===== src/rtl/jk_reg_bank.sv =====
// jk_reg_bank: a WIDTH-bit bank of JK cells sharing one clock and reset.
// The same JK cell update is reused for every mode; counting and loading
// are produced by generating per-bit J/K values in front of the cells.
module jk_reg_bank #(
    parameter int               WIDTH     = 4,
    parameter int               MAX_COUNT = 2**WIDTH - 1,
    parameter logic [WIDTH-1:0] RST_VAL   = '0
) (
    input  logic             CLK,
    input  logic             RST,
    input  logic             EN,
    input  logic [1:0]       MODE,
    input  logic [WIDTH-1:0] J,
    input  logic [WIDTH-1:0] K,
    input  logic [WIDTH-1:0] D,
    output logic [WIDTH-1:0] Q,
    output logic [WIDTH-1:0] Qbar,
    output logic             TC
);

    typedef enum logic [1:0] {
        MODE_JK   = 2'b00,
        MODE_UP   = 2'b01,
        MODE_DOWN = 2'b10,
        MODE_LOAD = 2'b11
    } mode_e;

    localparam logic [WIDTH-1:0] MAX_VAL = WIDTH'(MAX_COUNT);

    mode_e            mode_s;
    logic [WIDTH-1:0] q_q;
    logic [WIDTH-1:0] q_d;
    logic [WIDTH-1:0] up_toggle;
    logic [WIDTH-1:0] down_toggle;
    logic [WIDTH-1:0] j_eff;
    logic [WIDTH-1:0] k_eff;
    logic             at_max;
    logic             above_max;
    logic             at_zero;

    assign mode_s    = mode_e'(MODE);
    assign at_max    = (q_q == MAX_VAL);
    assign above_max = (q_q >= MAX_VAL);
    assign at_zero   = (q_q == '0);

    // Ripple carry/borrow chains: a bit toggles when all lower bits are 1 (up) or 0 (down).
    always_comb begin : toggle_chain
        logic carry;
        logic borrow;
        carry       = 1'b1;
        borrow      = 1'b1;
        up_toggle   = '0;
        down_toggle = '0;
        for (int i = 0; i < WIDTH; i++) begin
            up_toggle[i]   = carry;
            down_toggle[i] = borrow;
            carry          = carry & q_q[i];
            borrow         = borrow & ~q_q[i];
        end
    end

    // Per-bit J/K generation; the wrap cases force the cells to clear or to load MAX_COUNT.
    always_comb begin
        j_eff = '0;
        k_eff = '0;
        if (EN) begin
            case (mode_s)
                MODE_JK: begin
                    j_eff = J;
                    k_eff = K;
                end
                MODE_UP: begin
                    if (above_max) begin
                        j_eff = '0;
                        k_eff = '1;
                    end else begin
                        j_eff = up_toggle;
                        k_eff = up_toggle;
                    end
                end
                MODE_DOWN: begin
                    if (at_zero) begin
                        j_eff = MAX_VAL;
                        k_eff = ~MAX_VAL;
                    end else begin
                        j_eff = down_toggle;
                        k_eff = down_toggle;
                    end
                end
                MODE_LOAD: begin
                    j_eff = D;
                    k_eff = ~D;
                end
            endcase
        end
    end

    // JK cell behaviour for every bit: hold, clear, set or toggle.
    always_comb begin
        q_d = q_q;
        for (int i = 0; i < WIDTH; i++) begin
            case ({j_eff[i], k_eff[i]})
                2'b01:   q_d[i] = 1'b0;
                2'b10:   q_d[i] = 1'b1;
                2'b11:   q_d[i] = ~q_q[i];
                default: q_d[i] = q_q[i];
            endcase
        end
    end

    // State register with asynchronous reset to RST_VAL.
    always_ff @(posedge CLK or posedge RST) begin
        if (RST) begin
            q_q <= RST_VAL;
        end else begin
            q_q <= q_d;
        end
    end

    // Terminal count flags the cycle before a wrap so a following stage can use it as enable.
    always_comb begin
        TC = 1'b0;
        if (EN) begin
            if (mode_s == MODE_UP && at_max) begin
                TC = 1'b1;
            end else if (mode_s == MODE_DOWN && at_zero) begin
                TC = 1'b1;
            end
        end
    end

    assign Q    = q_q;
    assign Qbar = ~q_q;

endmodule


===== config.mk =====
export PLATFORM = sky130hd
export DESIGN_NAME = jk_reg_bank
export DESIGN_NICKNAME = d
export VERILOG_FILES = /design/src/rtl/jk_reg_bank.sv
export SDC_FILE = /design/constraint.sdc
export NUM_CORES = 1
export LEC_CHECK = 0
export CORE_MARGIN = 2
export CORE_UTILIZATION = 33
export CTS_BUF_LIST = sky130_fd_sc_hd__clkbuf_16
export CTS_CLUSTER_SIZE = 24
export DETAILED_ROUTE_END_ITERATION = 8
export HOLD_SLACK_MARGIN = 0.05
export PLACE_DENSITY = 0.74
export SYNTH_ARGS = -nofsm -noshare
export SYNTH_HDL_FRONTEND = slang
export SYNTH_SLANG_ARGS = --single-unit

===== constraint.sdc =====
create_clock -name CLK -period 1.2 [get_ports CLK]
set_input_delay 0.24 -clock CLK [delete_from_list [all_inputs] [get_ports CLK]]
set_output_delay 0.24 -clock CLK [all_outputs]
set_load 0.02 [all_outputs]

==> metrics.txt <==
gr ovfl total=0; initial core utilization=34.9%; unrepaired setup endpoints after global routing=yes; Critical Path Slowest Stage Cell=dfrtp_2; clock sink total=4; drt drc=0; Worst Path Arrival=1.41 ns; I/O pin total=26; Slew @ Worst Pin=0.272 ns; Finished Core Util=80.2%; worst path cell trace=or2_4 -> nor4_4 -> a31oi_2 -> nor2b_2 -> buf_6; Post-Route WL=2070 µm; type of element launching the critical path=flop; LEAKAGE=0.451 nW; flops & latches, synth=4; chip height=41.1 µm; Avg Cell Area, Syn=7.70 µm²; antenna viol nets, final=0; post-synth net total=76; CP Class=flop to output pin; # diodes=0; MaxCap Viol Count=0; final setup fails=10; Root Driver=clkbuf_16; commonest cells after routing, fill and taps aside=buf_6 (16), clkdlybuf4s50_1 (14), buf_4 (10); worst skew pair latency=0.23 ns; reg2reg setup slack=-0.31 ns; first-pass GRT wire length=2570 µm; area grow syn2layout=130%; initial DRC count=39; Synth area leaders=dfrtp_1 (22%), inv_1 (6.6%), a21oi_1 (5.5%), mux4_2 (5.0%), nor2_1 (4.1%); Final Cycle Share=138%; Req. time, crit path=0.96 ns; pins over their slew limit=0; max reg flops=4; Inserted Clock Buffers=3; GPL Wtd Cong=0.893; Synth Instances=59; crit path capture type=output pin; outcome=finished with violations; largest net degree at the start of global routing=14; H-Tree Depth=1; cell area after synthesis=454 µm²; layout cells sized above 1=53.4%; initial antenna violation count=0; commonest non-fill, non-tap cell in the layout=buf_6; PD cells=2110 mW/mm²; IO buf count=25; violated checks=negative setup slack; post-synthesis sequential area ratio=22.0%; CTS tree=built; die width=41.1 µm; crit path time final=1.65 ns; critical path's largest stage delay=0.40 ns; area leader, netlist=dfrtp_1; maximum vdd drop=1.10 mV; FF-to-FF path depth=6; Clock Skews=0.00109 ns; routed length per instance=17.5 µm; core box area=0.00130 mm²; CTS max path bufs=2; Via density=5.93; total power draw=2.21 mW; crit-path max FO=2; Placement Setup Slack=-0.884 ns; vias after detailed routing=700; Synth top area share=22.0%; vias in the first global route=575; FP Rows=13; Total GRT Usage=24.9%; FF-to-FF End=Q[2]; TritonRoute pass-1 iters=4; DP Wirelength=1140 µm; Layout Nets=121; synth unique cells=30; YS warnings=0; Fmax achieved=605 MHz; Hold Vio Cnt, Final=0; HP Class=primary input to asynchronous set/reset pin; r2r startpoint=Q[1]; clock slew at reported path FFs=0.03 ns; min setup slack post-route=-0.453 ns; cts hold-fix bufs=0; Slew HR=81.6%; die area=0.00169 mm²
[layer usage]
metal / part of all wire (%) / routed length (µm) / global-route usage, % / up-vias
li1: - / - / - / 307
met1: 42 / 860 / 27.5 / 343
met2: 49 / 1010 / 39.5 / 42
met3: 6.5 / 135 / 4.35 / 8
met4: 3.2 / 66 / 23.4 / 0
met5: 0 / 0 / 0 / -
[cells by family after synthesis]
| family | Yosys count | share of synthesized area [%] |
|---|---|---|
| AO/OA/AOI/OAI | 24 | 37.7 |
| AND/OR/NAND/NOR | 17 | 21.5 |
| buffers and inverters | 13 | 13.8 |
| flip-flops | 4 | 22.0 |
| multiplexers | 1 | 4.96 |
[synth_stat cells]
master	count
nand2b_4	1
o221ai_1	2
o211ai_1	1
o311a_1	1
a31oi_1	2
o31ai_1	1
nor2b_1	2
o21ai_1	3
o22ai_1	1
buf_6	1
a21oi_1	5
o311ai_0	1
o21ai_0	3
o221a_1	1
inv_1	8
nand2_1	2
buf_2	2
and2_0	1
nand3_1	2
and4b_1	1
mux4_2	1
o221a_2	1
clkbuf_1	1
a221oi_2	1
nor4_1	1
buf_4	1
dfrtp_1	4
nor2_1	5
or2_2	2
o32ai_1	1
[power by group]
group          leakage, nW  internal, mW  total (mW)  switching [mW]
logic                0.367         0.755        1.40           0.650
clock network       0.0423         0.431       0.534           0.104
registers           0.0425         0.203       0.266          0.0633
total                0.451          1.39        2.21           0.816
[final cells by class]
cell class	instances	area [µm²]
Timing Repair Buffer	45	448
Multi-Input combinational cell	42	354
Fill cell	95	258
Sequential cell	4	105
Clock buffer	3	75.1
Inverter	8	38.8
Tap cell	15	18.8
Clock inverter	1	3.75
[through the flow]
stage	area, µm²	hold slack [ns]	instances	setup TNS, ns
floorplan	479	0.00588	59	-0.933
global placement	793	0.430	106	-4.37
detailed placement	793	0.430	106	-4.53
CTS	965	0.199	115	-1.76
global route	1040	0.232	118	-2.39
finish	1040	0.201	118	-2.09
[how the worst max path moves through the flow]
| stage | startpoint | endpoint | slack (ns) | cells past startpoint |
|---|---|---|---|---|
| floorplan | Q[1] | TC | -0.37 | 5 |
| global placement | MODE[1] | TC | -0.85 | 5 |
| detailed placement | MODE[1] | TC | -0.88 | 6 |
| CTS | Q[1] | TC | -0.40 | 5 |
| global route | Q[1] | TC | -0.48 | 5 |
| finish | Q[1] | TC | -0.45 | 5 |
[worst max-delay path, delay by kind of cell (launching register included)]
family / cells / cell delay [ns]
buf+inv: 1 / 0.13
compound gates: 1 / 0.08
flops: 1 / 0.40
simple gates: 3 / 0.58
[timing repair]
item | 4_1_cts | 5_1_grt
setup buffers | 5 | 4
endpoints found under the setup margin | 13 | 12
resized for setup | 68 | 17
pin swaps | 6 | 8
cloned | 0 | 0
(Power assumes the default switching activity.)
==> edit, RTL diff (same flow settings) <==
Change the parameter `WIDTH` from 4 to 5.
--- a/src/rtl/jk_reg_bank.sv
+++ b/src/rtl/jk_reg_bank.sv
@@ -3,5 +3,5 @@
 // are produced by generating per-bit J/K values in front of the cells.
 module jk_reg_bank #(
-    parameter int               WIDTH     = 4,
+    parameter int               WIDTH     = 5,
     parameter int               MAX_COUNT = 2**WIDTH - 1,
     parameter logic [WIDTH-1:0] RST_VAL   = '0
Interface: changed (5 resized); port bits go from 26 to 31. The function was not compared with the original's and may differ.
==> edit against the unedited design <==
  * Register-to-register slack worse by 0.33 ns
  * Routed wire length is 50% higher
  * Largest cell class unchanged
  * Sequential cell count is 1 higher
  * Area after synthesis is 26% higher
  * Critical path depth is 1 lower
  * The flow still finishes with violations (setup timing)
  * Non-clock buffer count is 20 higher
  * Highest routed layer unchanged
  * First-iteration DRC count is 5.1% higher
  * Sequential power is 24% higher
  * Power is 23% higher
  * Worst setup slack worse by 0.46 ns
  * Design area is 31% higher
  * Count of clock-buffer cells in the layout stayed put
  * Via count is 42% higher
==> edit: results (changes against the unedited design) <==
[finish]
fill_cells = 105  ; was 95
drive_above_1_share = 0.532  ; was 0.534
largest_reg_flops = 5  ; was 4
multi_input_area_um2 = 482  ; was 354 µm²
nNetsFinal = 162  ; was 121

[detailed_routing]
routed_wirelength_um = 3110  ; was 2070 µm
vias = 991  ; was 700
first_iter_violations = 41  ; was 39

[logic_synthesis]
synth_warnings = 0  ; unchanged
ys_seq_area_frac = 0.218  ; was 0.220
yosys-top-cells-count = inv_1, a21oi_1, o21ai_0  ; was inv_1, a21oi_1, nor2_1
synthesis.nets = 99  ; was 76
synth.area.top_cells = dfrtp_1, a21oi_1, o21ai_0, inv_1, a31oi_1  ; was dfrtp_1, inv_1, a21oi_1, mux4_2, nor2_1
synth_ff_type = dfrtp_1  ; unchanged
synthDistinctLibCells = 38  ; was 30

[worst_setup_path]
path_max_fanout = 2  ; unchanged

[placed_design]
portBuffers = 30  ; was 25
place_hpwl_um = 1580  ; was 1140 µm
dpl_cell_area_um2 = 1050  ; was 793 µm²
gp_congestion = 0.835  ; was 0.893

[grt]
grt.overflow.total = 0  ; unchanged
grt_pass1_wl_um = 4220  ; was 2570 µm
grt_use_total = 0.289  ; was 0.249
grt_max_degree = 13  ; was 14
grt_pass1_vias = 871  ; was 575

[timing]
skew_ns = 0.00148  ; was 0.00109 ns
setup_ws_ns = -0.917  ; was -0.453 ns
finalSetupViolations = 12  ; was 10
tns_ns = -4.03  ; was -2.09 ns
worstMarginPinSlew_ns = 0.452  ; was 0.272 ns

[status]
status = finished, violations left  ; unchanged
violations = setup timing  ; unchanged

[power_and_ir_drop]
peakVddDrop_mv = 1.40  ; was 1.10 mV
switching_share = 0.399  ; was 0.370
total_leakage_power_nw = 0.578  ; was 0.451 nW

[clock_tree]
cts_root_buf = clkbuf_16  ; unchanged
clkLatencyLatePin_ns = 0.23  ; about the same
cts_buffers = 3  ; unchanged
path_clk_slew_ns = 0.03  ; about the same

[min_path]
hold_class = in2async  ; unchanged

## edit: per-layer routing
layer	global-route usage	up-vias	share of wire
met5	0	-	0
met4	0.141	0	0.051
met3	0.0595	19	0.073
met2	0.487	77	0.48
met1	0.343	466	0.39
li1	-	429	-
## edit: final timing paths
| check | from | end | slack, ns | cells after the start |
|---|---|---|---|---|
| hold / removal | RST | Q[4] | 0.22 | 2 |
| setup reg to reg | Q[0] | Q[4] | -0.64 | 7 |
| hold reg to reg | Q[1] | Q[1] | 0.72 | 3 |
| max in group asynchronous | RST | Q[2] | 0.80 | 2 |
| min in group CLK | MODE[0] | Q[0] | 0.69 | 4 |
| setup / recovery | Q[0] | TC | -0.92 | 4 |
## edit: final cells by class
type                       instances  share of cell area
clock inverter                     1             0.00274
sequential                         5              0.0950
inverter                           9              0.0347
clock buffer                       3              0.0548
multi-input combinational         58               0.352
tap                               17              0.0155
timing repair buffer              65               0.446
## edit: kinds of logic after synthesis
kind of cell           after synthesis  synth area share
buffers and inverters               16             0.120
AOI/OAI and AO/OA                   36             0.426
DFF                                  5             0.218
and+or+nand+nor                     22             0.236
## edit: through the flow
stage | setup slack [ns] | instances
2_1_floorplan | -0.767 | 79
3_3_place_gp | -1.38 | 142
3_5_place_dp | -1.39 | 142
4_1_cts | -0.890 | 152
5_1_grt | -0.948 | 158
6_report | -0.917 | 158
## edit: worst max-delay path, stage by stage (launching register included)
cell     delay [ns]
dfrtp_2        0.39
or4b_4         0.54
or4_4          0.44
a21oi_4        0.14
buf_6          0.13
## edit: timing repair
item | in CTS | in global routing
pin swaps | 9 | 9
resized for setup | 81 | 28
gates cloned | 1 | 0
endpoints found under the setup margin | 16 | 14
setup buffers | 6 | 7
## edit: power by group through the flow
stage / Combinational (mW) / Clock (mW) / Sequential, mW
after floorplan: 0.524 / 0 / 0.427
after global placement: 1.28 / 0 / 0.311
after detailed placement: 1.30 / 0 / 0.313
after CTS: 1.43 / 0.543 / 0.314
after global routing: 1.92 / 0.562 / 0.334
final: 1.83 / 0.549 / 0.329
